[config.mk]
export PLATFORM = sky130hd
export DESIGN_NAME = flash_read_arbiter_flat
export DESIGN_NICKNAME = d
export VERILOG_FILES = /design/src/rtl/flash_read_arbiter_if.sv /design/src/rtl/flash_read_arbiter.sv /design/src/flat_wrapper.sv
export SDC_FILE = /design/constraint.sdc
export NUM_CORES = 1
export LEC_CHECK = 0
export BUFFER_PORTS_ARGS = -buffer_cell sky130_fd_sc_hd__buf_2
export CAP_MARGIN = 20
export CORE_MARGIN = 1
export CORE_UTILIZATION = 30
export DETAILED_ROUTE_END_ITERATION = 6
export SLEW_MARGIN = 25
export SYNTH_ARGS = -nofsm -noshare
export SYNTH_HDL_FRONTEND = slang
export SYNTH_SLANG_ARGS = --single-unit
[constraint.sdc]
create_clock -name clk -period 2.55 [get_ports clk]
set_input_delay 0.51 -clock clk [delete_from_list [all_inputs] [get_ports clk]]
set_output_delay 0.51 -clock clk [all_outputs]
set_load 0.1 [all_outputs]
[src/rtl/flash_read_arbiter_if.sv]
// Request/response bundle between two read masters and the flash arbiter.
// master = requester side, slave = arbiter side.
interface flash_read_arbiter_if;
    logic        req0_valid;
    logic        req0_ready;
    logic [31:0] req0_addr;
    logic        req1_valid;
    logic        req1_ready;
    logic [31:0] req1_addr;

    logic        resp0_valid;
    logic        resp0_ready;
    logic [63:0] resp0_data;
    logic        resp0_err;
    logic        resp1_valid;
    logic        resp1_ready;
    logic [63:0] resp1_data;
    logic        resp1_err;

    modport master (
        output req0_valid,
        output req0_addr,
        input  req0_ready,
        output req1_valid,
        output req1_addr,
        input  req1_ready,
        input  resp0_valid,
        input  resp0_data,
        input  resp0_err,
        output resp0_ready,
        input  resp1_valid,
        input  resp1_data,
        input  resp1_err,
        output resp1_ready
    );

    modport slave (
        input  req0_valid,
        input  req0_addr,
        output req0_ready,
        input  req1_valid,
        input  req1_addr,
        output req1_ready,
        output resp0_valid,
        output resp0_data,
        output resp0_err,
        input  resp0_ready,
        output resp1_valid,
        output resp1_data,
        output resp1_err,
        input  resp1_ready
    );
endinterface

[src/rtl/flash_read_arbiter.sv]
// Two-port round-robin arbiter for a single-outstanding 64-bit flash read.
// Bad addresses are answered with err and zero data without touching flash.
module flash_read_arbiter #(
    parameter logic [31:0] FLASH_BASE = 32'h1000_0000,
    parameter int unsigned FLASH_SIZE = 8192
) (
    input  logic                 clk,
    input  logic                 rst_n,
    flash_read_arbiter_if.slave  bus,
    output logic                 flash_ren,
    output logic [31:0]          flash_addr,
    input  logic [63:0]          flash_data
);

    localparam logic [31:0] LAST_ADDR =
        FLASH_BASE + FLASH_SIZE - 32'd8;

    typedef enum logic [1:0] {
        IDLE,
        ISSUE,
        WAIT,
        RESP
    } state_t;

    state_t      state;
    logic        last_grant;
    logic        owner;
    logic [63:0] rdata;
    logic        rerr;
    logic        rvalid0;
    logic        rvalid1;

    logic        grant;
    logic        hs;
    logic        done;
    logic [31:0] addr_sel;
    logic [31:0] offset;
    logic        addr_err;

    // With no contention the lone requester wins; otherwise alternate.
    always_comb begin
        grant = 1'b0;
        unique case (1'b1)
            bus.req0_valid && bus.req1_valid:
                grant = ~last_grant;
            !bus.req0_valid && bus.req1_valid:
                grant = 1'b1;
            default:
                grant = 1'b0;
        endcase
    end

    assign bus.req0_ready = (state == IDLE) && !grant;
    assign bus.req1_ready = (state == IDLE) && grant;

    always_comb begin
        hs       = 1'b0;
        addr_sel = bus.req0_addr;
        if (grant) begin
            addr_sel = bus.req1_addr;
        end
        if (state == IDLE) begin
            hs = grant ? bus.req1_valid : bus.req0_valid;
        end
    end

    assign offset   = addr_sel - FLASH_BASE;
    assign addr_err = (addr_sel[2:0] != 3'b000)
                   || (addr_sel < FLASH_BASE)
                   || (addr_sel > LAST_ADDR);

    always_comb begin
        done = 1'b0;
        if (state == RESP) begin
            done = owner ? (rvalid1 && bus.resp1_ready)
                         : (rvalid0 && bus.resp0_ready);
        end
    end

    assign bus.resp0_valid = rvalid0;
    assign bus.resp1_valid = rvalid1;
    assign bus.resp0_data  = rdata;
    assign bus.resp1_data  = rdata;
    assign bus.resp0_err   = rerr;
    assign bus.resp1_err   = rerr;

    always_ff @(posedge clk or negedge rst_n) begin
        if (!rst_n) begin
            state      <= IDLE;
            last_grant <= 1'b1;
            owner      <= 1'b0;
            flash_ren  <= 1'b0;
            flash_addr <= 32'h0;
            rdata      <= 64'h0;
            rerr       <= 1'b0;
            rvalid0    <= 1'b0;
            rvalid1    <= 1'b0;
        end else begin
            unique case (state)
                IDLE: begin
                    if (hs) begin
                        owner      <= grant;
                        last_grant <= grant;
                        if (addr_err) begin
                            rdata   <= 64'h0;
                            rerr    <= 1'b1;
                            rvalid0 <= !grant;
                            rvalid1 <= grant;
                            state   <= RESP;
                        end else begin
                            flash_ren  <= 1'b1;
                            flash_addr <= offset;
                            state      <= ISSUE;
                        end
                    end
                end
                ISSUE: begin
                    flash_ren <= 1'b0;
                    state     <= WAIT;
                end
                // Flash returns data the cycle after the read strobe.
                WAIT: begin
                    rdata   <= flash_data;
                    rerr    <= 1'b0;
                    rvalid0 <= !owner;
                    rvalid1 <= owner;
                    state   <= RESP;
                end
                RESP: begin
                    if (done) begin
                        rvalid0 <= 1'b0;
                        rvalid1 <= 1'b0;
                        state   <= IDLE;
                    end
                end
                default: begin
                    state <= IDLE;
                end
            endcase
        end
    end

endmodule

[src/flat_wrapper.sv]
// flat-port wrapper written by rule: the top's interface ports become plain ports
module flash_read_arbiter_flat 
#(
    parameter logic [31:0] FLASH_BASE = 32'h1000_0000,
    parameter int unsigned FLASH_SIZE = 8192
)
  (clk, rst_n, flash_ren, flash_addr, flash_data, bus_req0_valid, bus_req0_addr, bus_req0_ready, bus_req1_valid, bus_req1_addr, bus_req1_ready, bus_resp0_valid, bus_resp0_data, bus_resp0_err, bus_resp0_ready, bus_resp1_valid, bus_resp1_data, bus_resp1_err, bus_resp1_ready);
  flash_read_arbiter_if bus_i ();
  input  logic clk;
  input  logic rst_n;
  output logic flash_ren;
  output logic [31:0] flash_addr;
  input  logic [63:0] flash_data;
  input wire logic [$bits(bus_i.req0_valid)-1:0] bus_req0_valid;
  input wire logic [$bits(bus_i.req0_addr)-1:0] bus_req0_addr;
  output wire logic [$bits(bus_i.req0_ready)-1:0] bus_req0_ready;
  input wire logic [$bits(bus_i.req1_valid)-1:0] bus_req1_valid;
  input wire logic [$bits(bus_i.req1_addr)-1:0] bus_req1_addr;
  output wire logic [$bits(bus_i.req1_ready)-1:0] bus_req1_ready;
  output wire logic [$bits(bus_i.resp0_valid)-1:0] bus_resp0_valid;
  output wire logic [$bits(bus_i.resp0_data)-1:0] bus_resp0_data;
  output wire logic [$bits(bus_i.resp0_err)-1:0] bus_resp0_err;
  input wire logic [$bits(bus_i.resp0_ready)-1:0] bus_resp0_ready;
  output wire logic [$bits(bus_i.resp1_valid)-1:0] bus_resp1_valid;
  output wire logic [$bits(bus_i.resp1_data)-1:0] bus_resp1_data;
  output wire logic [$bits(bus_i.resp1_err)-1:0] bus_resp1_err;
  input wire logic [$bits(bus_i.resp1_ready)-1:0] bus_resp1_ready;
  assign bus_i.req0_valid = bus_req0_valid;
  assign bus_i.req0_addr = bus_req0_addr;
  assign bus_req0_ready = bus_i.req0_ready;
  assign bus_i.req1_valid = bus_req1_valid;
  assign bus_i.req1_addr = bus_req1_addr;
  assign bus_req1_ready = bus_i.req1_ready;
  assign bus_resp0_valid = bus_i.resp0_valid;
  assign bus_resp0_data = bus_i.resp0_data;
  assign bus_resp0_err = bus_i.resp0_err;
  assign bus_i.resp0_ready = bus_resp0_ready;
  assign bus_resp1_valid = bus_i.resp1_valid;
  assign bus_resp1_data = bus_i.resp1_data;
  assign bus_resp1_err = bus_i.resp1_err;
  assign bus_i.resp1_ready = bus_resp1_ready;
  flash_read_arbiter #(.FLASH_BASE(FLASH_BASE), .FLASH_SIZE(FLASH_SIZE)) u_core (.clk(clk), .rst_n(rst_n), .bus(bus_i), .flash_ren(flash_ren), .flash_addr(flash_addr), .flash_data(flash_data));
endmodule
==> out/qor.yml, run 1 <==
worst_setup_path:
  rr_worst_depth: 10
  cp-start-kind: "flop"
  critPathKind: "flop to flop"
  cp.arrival_ps: 2790
  r2r_slack_ps: -10
  startpoint: "u_core.last_grant$_DFFE_PN1P_"
  crit_required_ps: 2780
  endpoint_kind: "flop"
  cp_max_fo: 5
  rr_startpoint: "u_core.last_grant$_DFFE_PN1P_"
  r2r-end: "u_core.bus.resp0_valid$_DFFE_PN0P_"
grt:
  overflow: 0
  grt_pass1_vias: 5391
  antenna_found_initial: 0
  grt_start_max_net_pins: 90
  grt_pass1_wl_mm: 29.0
  grt_usage_pct: 16.7
cts:
  numCtsBuffers: 9
  clock-sinks: 104
  htreeDepth: 3
  root_buffer: "clkbuf_16"
  clk_pin_slew_worst_paths_ps: 80
  clock_latency_ps: 350
  postCtsHoldBufs: 0
  cts_max_path_buffers: 2
  cts_tree: "yes"
placement:
  port_buffers: 300
  hpwlAfterDp_mm: 13.0
  gp_congestion: 0.902
  dp_slack_ps: -334
synthesis:
  synth.top_cells.by_count: "160 x nand2_1, 103 x dfrtp_1, 92 x mux2i_1"
  synthCells: 716
  muxShareOfSynthArea_pct: 14.8
  syn_area_mm2: 0.00648
  yosys_most_used_dff: "dfrtp_1"
  synth_seq_area_share_pct: 40.2
  ys_warn_count: 0
  synth-async-reset-ratio_pct: 100
  synth_xor_area_share_pct: 0.135
  synth_fp_nets: 858
  synth_top_area_cell: "dfrtp_1"
  yosysTopAreaCellShare_pct: 39.8
  avgSynthCellArea_um2: 9.05
  synth_cell_types: 43
  ys_seq_elements: 104
  synthAdderAreaFrac_pct: 1.55
  synth_compound_area_share_pct: 18.7
  synth.most_common_cell: "nand2_1"
  synth_edf_count: 0
  synth_area_leaders: "dfrtp_1 40%, mux2i_1 14%, nand2_1 9.3%, buf_4 8.7%, o22a_1 8.7%"
  synth_top_family_by_area: "compound AO/OA/AOI/OAI gates"
  synth-simple-area-share_pct: 12.7
sta:
  finalHoldViolations: 0
  post-route-period-util_pct: 100
  worst_pin_slew_ps: 605
  layout_setup_ws_ps: -10.2
  fin_skew_ps: 9.56
  slew_headroom_pct: 59.7
  rsz0062_at_grt: "true"
  setup_viol: 2
  drv_slew: 0
  fin_crit_ps: 2560
  fmax_mhz: 391
layout:
  seq_area_mm2: 0.00260
  nets: 1080
  multi_input_area_mm2: 0.00323
  antenna_cells: 0
  n_fill_cell: 2180
  layout-drive-gt1-share_pct: 39.2
  area_growth_pct: 29.4
detailed_routing:
  vias_per_cell: 4.79
  routed_wl_mm: 18.6
  drtPass1Iterations: 4
  ant_nets: 0
  drcViolationCount: 0
  first_iter_violations: 272
  dr_total_vias: 5834
  wl_per_cell_um: 15.2
die:
  die-area_mm2: 0.0222
  ioPinCount: 301
  start_util_pct: 30.7
  coreArea_mm2: 0.0211
  die_h_um: 149
  dieWidth_um: 149
  rows: 53
outcome:
  outcome: "complete, but fails checks"
  failed_checks: "negative setup slack"
worst_hold_path:
  hold_path.class: "primary input to async pin"
flow_run:
  drv_cap: 0
layout make-up:
cell class	instances	share of cell area [%]
repair buffers	329	22.5
multi-input cells	485	38.5
clock buffers	9	2.69
flip-flops and latches	104	31.1
clock inverters	7	0.657
well taps	275	4.11
inverters	9	0.433
state kept, by name, indices dropped and copies added, names as in the netlist:
register and cells:
u_core.flash_ren 1, u_core.bus.resp0_err 1, u_core.state 2, u_core.owner 1, u_core.bus.resp0_data 64, u_core.bus.resp1_valid 1
u_core.bus.resp0_valid 1, u_core.last_grant 1, u_core.flash_addr 32
cells by family (layout without fill, tap and decap cells):
group,after synthesis,count (layout)
compound gates,180,180
xor+xnor,1,1
simple gates,201,201
flops,104,104
mux,95,95
buf+inv,127,354
fa+ha+maj,8,8
per-layer routing:
metal,up-vias,global-route usage [%],wire (um)
li1,2898,-,-
met1,2752,21.5,8360
met2,166,28.0,9060
met3,18,3.03,811
met4,0,5.26,325
met5,-,0,0
stage by stage:
stage / area (um^2) / hold slack, ps / std cells / TNS, ps / util, %
after global routing: 8380 / 151 / 1218 / -629 / 39.7
after global placement: 8010 / 460 / 1200 / -18770 / 38.0
after CTS: 8370 / 148 / 1218 / 0 / 39.7
after floorplan: 6510 / 214 / 716 / 0 / -
final: 8380 / 136 / 1218 / -17.9 / 39.7
after detailed placement: 8010 / 466 / 1200 / -24100 / 38.0
cell usage in the layout, fill, tap and decap left out, types with 2 or more instances in the layout:
cell / count
nor4_1: 6
clkinv_2: 2
buf_4: 18
nor2_1: 6
mux2_4: 3
o21ai_1: 62
clkbuf_16: 9
inv_1: 7
nor2_2: 2
nand2_1: 160
dfrtp_1: 103
nand4_1: 7
mux2i_1: 91
ha_4: 3
o21ai_0: 32
ha_1: 4
buf_12: 12
nor3_1: 2
and2_1: 6
nor4_2: 2
o22a_1: 64
a31oi_1: 2
nand3_1: 5
buf_2: 297
a22o_1: 2
a21oi_1: 2
inv_6: 2
worst max path at each step:
stage | end | slack (ps)
final | u_core.bus.resp0_valid$_DFFE_PN0P_ | -10
after global routing | u_core.bus.resp0_valid$_DFFE_PN0P_ | -60
after CTS | u_core.bus.resp1_valid$_DFFE_PN0P_ | 9
after detailed placement | u_core.state[1]$_DFFE_PN0P_ | -330
after global placement | u_core.state[1]$_DFFE_PN0P_ | -280
after floorplan | u_core.bus.resp0_valid$_DFFE_PN0P_ | 0.07
worst max-delay path, stage by stage (launching register included):
cell	delay, ps
dfstp_2	560
a21bo_4	180
mux2_4	330
inv_4	80
ha_2	200
nor4_2	40
nand3_1	90
a21oi_2	50
o211a_4	300
a211o_1	310
mux2_4	310
repair_timing:
action | 4_1_cts | 5_1_grt
endpoints found under the setup margin | 83 | 100
setup buffers | 1 | 1
pin swaps | 6 | 1
resized for setup | 10 | 20
gates cloned | 1 | 0
Power of run 1 is not shown: default switching activity piles up to over one toggle a cycle in this logic, so the estimate is an artifact.
==> inputs of run 2 (changes only) <==
--- a/config.mk
+++ b/config.mk
@@ -8,8 +8,10 @@
 export BUFFER_PORTS_ARGS = -buffer_cell sky130_fd_sc_hd__buf_2
 export CAP_MARGIN = 20
 export CORE_MARGIN = 1
-export CORE_UTILIZATION = 30
+export CORE_UTILIZATION = 43
 export DETAILED_ROUTE_END_ITERATION = 6
+export PLACE_DENSITY = 0.78
+export SETUP_SLACK_MARGIN = 0.1
 export SLEW_MARGIN = 25
 export SYNTH_ARGS = -nofsm -noshare
 export SYNTH_HDL_FRONTEND = slang
==> run 2 against run 1 <==
  * The flow still finishes with violations (negative setup slack)
  * First-iteration DRC count increased by 24%
  * Routed wire length increased by 6.3%
  * Non-clock buffer count increased by 26
  * Fmax decreased by 3.5%
  * Hold slack improved by 9.4 ps
  * Critical path depth increased by 2
  * Worst setup slack got worse by 93 ps
  * Final area increased by 8.6%
  * Die area decreased by 30%
  * Core utilization increased by 23 points
  * Sequential share of layout area decreased by 2.4 points
  * Clock skew decreased by 2.6 ps
  * Critical path type unchanged
==> out/qor.yml, run 2 (synthesized netlist as in run 1, its figures left out) <==
worst_setup_path:
  path_cells: "a21bo_4, mux2_4, inv_4, ha_4, nand4_1, a211oi_2, buf_4, o2111ai_4, buf_12, clkbuf_16, nand2_2, o21ai_1"
  critPathSlowestCell: "dfstp_2"
  cp.arrival_ps: 2880  # +90 ps
  cp-start-kind: "flop"
  cp_max_fo: 7  # +2
  crit_required_ps: 2770  # about the same
  slowest_delay_ps: 550  # about the same
  endpoint_kind: "flop"
  critPathKind: "flop to flop"
sta:
  fmax_mhz: 377  # -3.5%
  drv_slew: 0  # unchanged
  rsz0062_at_grt: "true"
  holdWs_ps: 145  # +9.43 ps
  worst_pin_slew_ps: 941  # +335 ps
  post-route-period-util_pct: 104  # +3.6 points
  fin_skew_ps: 6.99  # -2.58 ps
  finalHoldViolations: 0  # unchanged
  setup_viol: 94  # +92
  layout_setup_ws_ps: -103  # -92.7 ps
  fin_crit_ps: 2650  # +92.7 ps
  slew_headroom_pct: 37.3  # -22 points
  setup_tns_ps: -4980  # -4960 ps
die:
  die-area_mm2: 0.0156  # -30%
  dieWidth_um: 125  # -16%
  start_util_pct: 44.4  # +14 points
  die_h_um: 125  # -16%
  rows: 44  # -17%
  ioPinCount: 301  # unchanged
  coreArea_mm2: 0.0146  # -31%
cts:
  cts_max_path_buffers: 2  # unchanged
  htreeDepth: 3  # unchanged
  clk_pin_slew_worst_paths_ps: 70  # about the same
  clock_latency_ps: 350  # about the same
  clock-sinks: 104  # unchanged
  cts_tree: "yes"
  numCtsBuffers: 9  # unchanged
  postCtsHoldBufs: 0  # unchanged
  root_buffer: "clkbuf_16"
detailed_routing:
  ant_nets: 0  # unchanged
  wl_per_cell_um: 17.1  # +12%
  drcViolationCount: 0  # unchanged
  routed_wl_mm: 19.7  # +6.3%
  first_iter_violations: 338  # +24%
  dr_total_vias: 6293  # +7.9%
  drtPass1Iterations: 5  # +1
  vias_per_cell: 5.46  # +14%
grt:
  grt_usage_pct: 23.4  # +6.8 points
  grt_pass1_wl_mm: 29.6  # +2.0%
  grt_pass1_vias: 5808  # +7.7%
  overflow: 0  # unchanged
  grt_start_max_net_pins: 94  # +4.4%
  antenna_found_initial: 0  # unchanged
worst_hold_path:
  hold_path.class: "primary input to async pin"
placement:
  dp_slack_ps: -214  # +119 ps
  port_buffers: 300  # unchanged
  gp_congestion: 0.931  # +3.2%
  hpwlAfterDp_mm: 12.9  # -0.95%
layout:
  antenna_cells: 0  # unchanged
  layout-drive-gt1-share_pct: 49.7  # +11 points
  largest_reg_flops: 64  # unchanged
  nets: 1106  # +2.4%
  mostFrequentLayoutCells: "297 x buf_2, 140 x nand2_1, 103 x dfrtp_1, 91 x mux2i_1, 65 x o21ai_2"
  area_growth_pct: 40.5
  final_common_cell: "buf_2"
flow_run:
  drv_cap: 0  # unchanged
outcome:
  outcome: "complete, but fails checks"
  failed_checks: "negative setup slack"
[run 2: cell count changes in the layout (fill, tap and decap cells not counted), sizes merged]
| cell | change |
|---|---|
| inv | -3 |
| bufinv | +2 |
| buf | +19 |
| clkinvlp | +1 |
| clkinv | -2 |
| clkbuf | +9 |
[run 2: final timing paths]
kind / from / endpoint / cells past startpoint / slack, ps
min in group clk: bus_req1_addr[22] / u_core.flash_addr[22]$_DFFE_PN0P_ / 3 / 460
worst max-delay path: u_core.last_grant$_DFFE_PN1P_ / u_core.flash_addr[20]$_DFFE_PN0P_ / 12 / -100
worst min register to register: u_core.flash_addr[30]$_DFFE_PN0P_ / u_core.flash_addr[30]$_DFFE_PN0P_ / 1 / 480
max in group asynchronous: rst_n / u_core.bus.resp0_data[53]$_DFFE_PN0P_ / 2 / 1830
worst min-delay path: rst_n / u_core.flash_addr[8]$_DFFE_PN0P_ / 2 / 150
worst max register to register: u_core.last_grant$_DFFE_PN1P_ / u_core.flash_addr[20]$_DFFE_PN0P_ / 12 / -100
[run 2: critical path: cells and delay by family, from the launching register on]
family	cells	cell delay, ps
compound gates	4	710
buf+inv	4	630
flops	1	550
mux	1	330
simple gates	2	170
fa+ha+maj	1	150
[run 2: routing by layer]
layer	wire length, um	vias to the layer above	global-route usage, %
met4	455	0	9.07
met1	8610	3051	30.6
met2	9760	233	38.9
li1	-	2971	-
met5	0	-	0
met3	903	38	3.52
[run 2: through the flow]
step | cell area (um^2) | instances | util, %
floorplan | 6530 | 716 | -
global placement | 7950 | 1114 | 54.5
detailed placement | 7950 | 1114 | 54.5
CTS | 8620 | 1140 | 59.1
global route | 9100 | 1153 | 62.4
finish | 9100 | 1153 | 62.4
[run 2: layout make-up]
cell class / count / area [um^2]
inverter: 9 / 36.3
timing repair buffer: 355 / 2330
multi-input combinational: 485 / 3580
fill: 1207 / 5490
clock buffer: 11 / 243
tap: 184 / 230
clock inverter: 5 / 80.1
sequential: 104 / 2600
[run 2: timing repair]
| item | in CTS | in global routing |
|---|---|---|
| pin swaps | 29 | 35 |
| cloned | 3 | 10 |
| endpoints found under the setup margin | 81 | 100 |
| buffers inserted | 7 | 3 |
| resized for setup | 66 | 91 |
Power of run 2 is left out for the same reason.
==> inputs of run 3 (changes only) <==
--- a/config.mk
+++ b/config.mk
@@ -7,10 +7,11 @@
 export LEC_CHECK = 0
 export BUFFER_PORTS_ARGS = -buffer_cell sky130_fd_sc_hd__buf_2
 export CAP_MARGIN = 20
-export CORE_MARGIN = 1
-export CORE_UTILIZATION = 43
+export CORE_AREA = 2 2 116 118
 export DETAILED_ROUTE_END_ITERATION = 6
-export PLACE_DENSITY = 0.78
+export DIE_AREA = 0 0 118 120
+export PLACE_DENSITY = 0.85
+export RECOVER_POWER = 100
 export SETUP_SLACK_MARGIN = 0.1
 export SLEW_MARGIN = 25
 export SYNTH_ARGS = -nofsm -noshare
==> constraint.sdc (replaced) <==
create_clock -name clk -period 3.3 [get_ports clk]
set_input_delay 0.66 -clock clk [delete_from_list [all_inputs] [get_ports clk]]
set_output_delay 0.66 -clock clk [all_outputs]
set_load 0.1 [all_outputs]
==> run 3 against run 2 <==
  * The run ends with max-capacitance violations, max-slew violations left
  * Core utilization down 2.3 points
  * Final area down 14%
  * Hold slack gained 330 ps
  * Global-route usage is 1.8 points higher
  * Fmax is 14% lower
  * First-iteration DRC count grew 94%
  * Non-clock buffer count shrank 36
  * Routed wire length decreased by 9.0%
  * Clock skew is 1.1 ps lower
  * Critical path depth shrank 1
  * Highest routed layer unchanged
==> out/qor.yml, run 3 (synthesized netlist as in run 1, its figures left out) <==
layout:
  layout-drive-gt1-share_pct: 19.1  # -31 points
  area_growth_pct: 20.4
  largest_reg_flops: 64  # unchanged
  mostFrequentLayoutCells: "169 x clkbuf_1, 160 x nand2_1, 132 x buf_2, 103 x dfrtp_1, 92 x mux2i_1"
  instances_no_fill: 1108  # -3.9%
  n_fill_cell: 1255  # +4.0%
  seq_area_mm2: 0.00260  # unchanged
  final_common_cell: "clkbuf_1"
  antenna_cells: 0  # unchanged
  nets: 1070  # -3.3%
  multi_input_area_mm2: 0.00314  # -12%
flow_run:
  drv_cap: 1  # +1
sta:
  fmax_mhz: 324  # -14%
  post-route-period-util_pct: 93.5  # -11 points
  fin_skew_ps: 5.90  # -1.09 ps
  worst_pin_slew_ps: 1910  # +967 ps
  rsz0062_at_grt: "true"
  setup_viol: 0  # -100%
  drv_slew: 33  # +33
  fin_crit_ps: 3080  # +432 ps
  slew_headroom_pct: -27.2  # -64 points
  setup_tns_ps: 0  # +4980 ps
  finalHoldViolations: 0  # unchanged
die:
  start_util_pct: 49.9  # +5.5 points
  die_h_um: 120  # -3.8%
  rows: 42  # -4.5%
  ioPinCount: 301  # unchanged
  coreArea_mm2: 0.0130  # -11%
  die-area_mm2: 0.0142  # -9.0%
  dieWidth_um: 118  # -5.4%
cts:
  cts_tree: "yes"
  postCtsHoldBufs: 0  # unchanged
  cts_resized: 0  # -100%
  root_buffer: "clkbuf_16"
  clock_latency_ps: 340  # about the same
  clock-sinks: 104  # unchanged
  post_cts_buffers: 0  # -7
  cts_max_path_buffers: 2  # unchanged
  clk_pin_slew_worst_paths_ps: 70  # about the same
  htreeDepth: 3  # unchanged
  numCtsBuffers: 9  # unchanged
worst_setup_path:
  cp_max_fo: 25  # +18
  critPathSlowestCell: "dfstp_2"
  crit_required_ps: 3500  # +730 ps
  endpoint_kind: "flop"
  slowest_delay_ps: 580  # +30 ps
  r2r-end: "u_core.bus.resp0_data[10]$_DFFE_PN0P_"
  rr_startpoint: "u_core.last_grant$_DFFE_PN1P_"
  cp.arrival_ps: 3280  # +400 ps
  path_cells: "a21bo_1, mux2_4, inv_1, ha_1, nor4_1, nand2_1, a211oi_2, o211a_2, buf_4, o22a_1, o21ai_1"
  critPathKind: "flop to flop"
  r2r_slack_ps: 220  # +320 ps
  rr_worst_depth: 11  # -1
  cp-start-kind: "flop"
placement:
  port_buffers: 300  # unchanged
  gp_congestion: 0.990  # +6.3%
  dp.cells: 1093  # -1.9%
  hpwlAfterDp_mm: 12.9  # +0.30%
worst_hold_path:
  min_path_cells: 2
  whs_endpoint: "u_core.flash_addr[16]$_DFFE_PN0P_"
  hold_path.class: "flop to flop"
  hold_start: "u_core.flash_addr[16]$_DFFE_PN0P_"
detailed_routing:
  dr_total_vias: 6118  # -2.8%
  ant_nets: 0  # unchanged
  vias_per_cell: 5.52  # +1.2%
  drtPass1Iterations: 5  # unchanged
  routed_wl_mm: 17.9  # -9.0%
  drcViolationCount: 0  # unchanged
  wl_per_cell_um: 16.2  # -5.4%
  first_iter_violations: 655  # +94%
outcome:
  failed_checks: "max-capacitance violations, max-slew violations"
  outcome: "complete, but fails checks"
grt:
  grt_pass1_vias: 5621  # -3.2%
  grt_start_max_net_pins: 72  # -23%
  use_met1_pct: 33.1  # +2.5 points
  antenna_found_initial: 0  # unchanged
  grt_use_met2_pct: 41.9  # +3.0 points
  grt_pass1_wl_mm: 28.7  # -3.1%
  overflow: 0  # unchanged
  use_met3_pct: 4.56  # +1.0 points
  grt_busiest_layer: "met2"
  grt_usage_pct: 25.2  # +1.8 points
run 3: cell types whose count changed in the layout (fill, tap and decap cells not counted), moves of 7 or more:
| cell | change |
|---|---|
| o21ai_2 | -65 |
| nand2_1 | +20 |
| clkbuf_16 | -7 |
| buf_4 | -13 |
| clkbuf_1 | +168 |
| o21ai_0 | +86 |
| o21ai_1 | -21 |
| nand2_2 | -16 |
| buf_2 | -165 |
| buf_12 | -12 |
run 3: cell type report:
class,count,share of cell area [%]
flip-flops and latches,104,33.4
inverters,9,0.433
clock inverters,5,1.36
repair buffers,319,18.8
well taps,176,2.82
multi-input cells,485,40.3
clock buffers,10,2.94
run 3: stage by stage:
step	hold WS (ps)	setup slack, ps	utilization [%]	area [um^2]
after floorplan	364	196	-	6480
after global placement	459	109	59.4	7710
after detailed placement	465	-33.9	59.4	7710
after CTS	259	270	62.0	8050
after global routing	509	48.9	60.1	7800
final	477	215	60.1	7800
run 3: worst max-delay path, delay by kind of cell, from the launching register on:
kind | cells | cell delay (ps)
mux | 1 | 230
buf+inv | 2 | 380
compound gates | 5 | 1080
simple gates | 2 | 460
flops | 1 | 580
fa+ha+maj | 1 | 200
run 3: worst max-delay path by stage:
stage / cells past startpoint / endpoint / slack, ps / startpoint
after floorplan: 3 / bus_req0_ready / 200 / bus_req1_valid
after global placement: 12 / u_core.bus.resp0_data[35]$_DFFE_PN0P_ / 110 / bus_req1_valid
after detailed placement: 12 / u_core.bus.resp0_data[2]$_DFFE_PN0P_ / -30 / bus_req1_valid
after CTS: 11 / u_core.bus.resp0_data[35]$_DFFE_PN0P_ / 270 / u_core.last_grant$_DFFE_PN1P_
after global routing: 11 / u_core.bus.resp0_data[28]$_DFFE_PN0P_ / 50 / u_core.last_grant$_DFFE_PN1P_
final: 11 / u_core.bus.resp0_data[10]$_DFFE_PN0P_ / 220 / u_core.last_grant$_DFFE_PN1P_
run 3: layer usage:
metal	part of all wire (%)	wire length (um)
met5	0	0
met4	2.1	371
met3	6.2	1120
met2	50	8970
met1	42	7480
Power of run 3 is left out for the same reason.
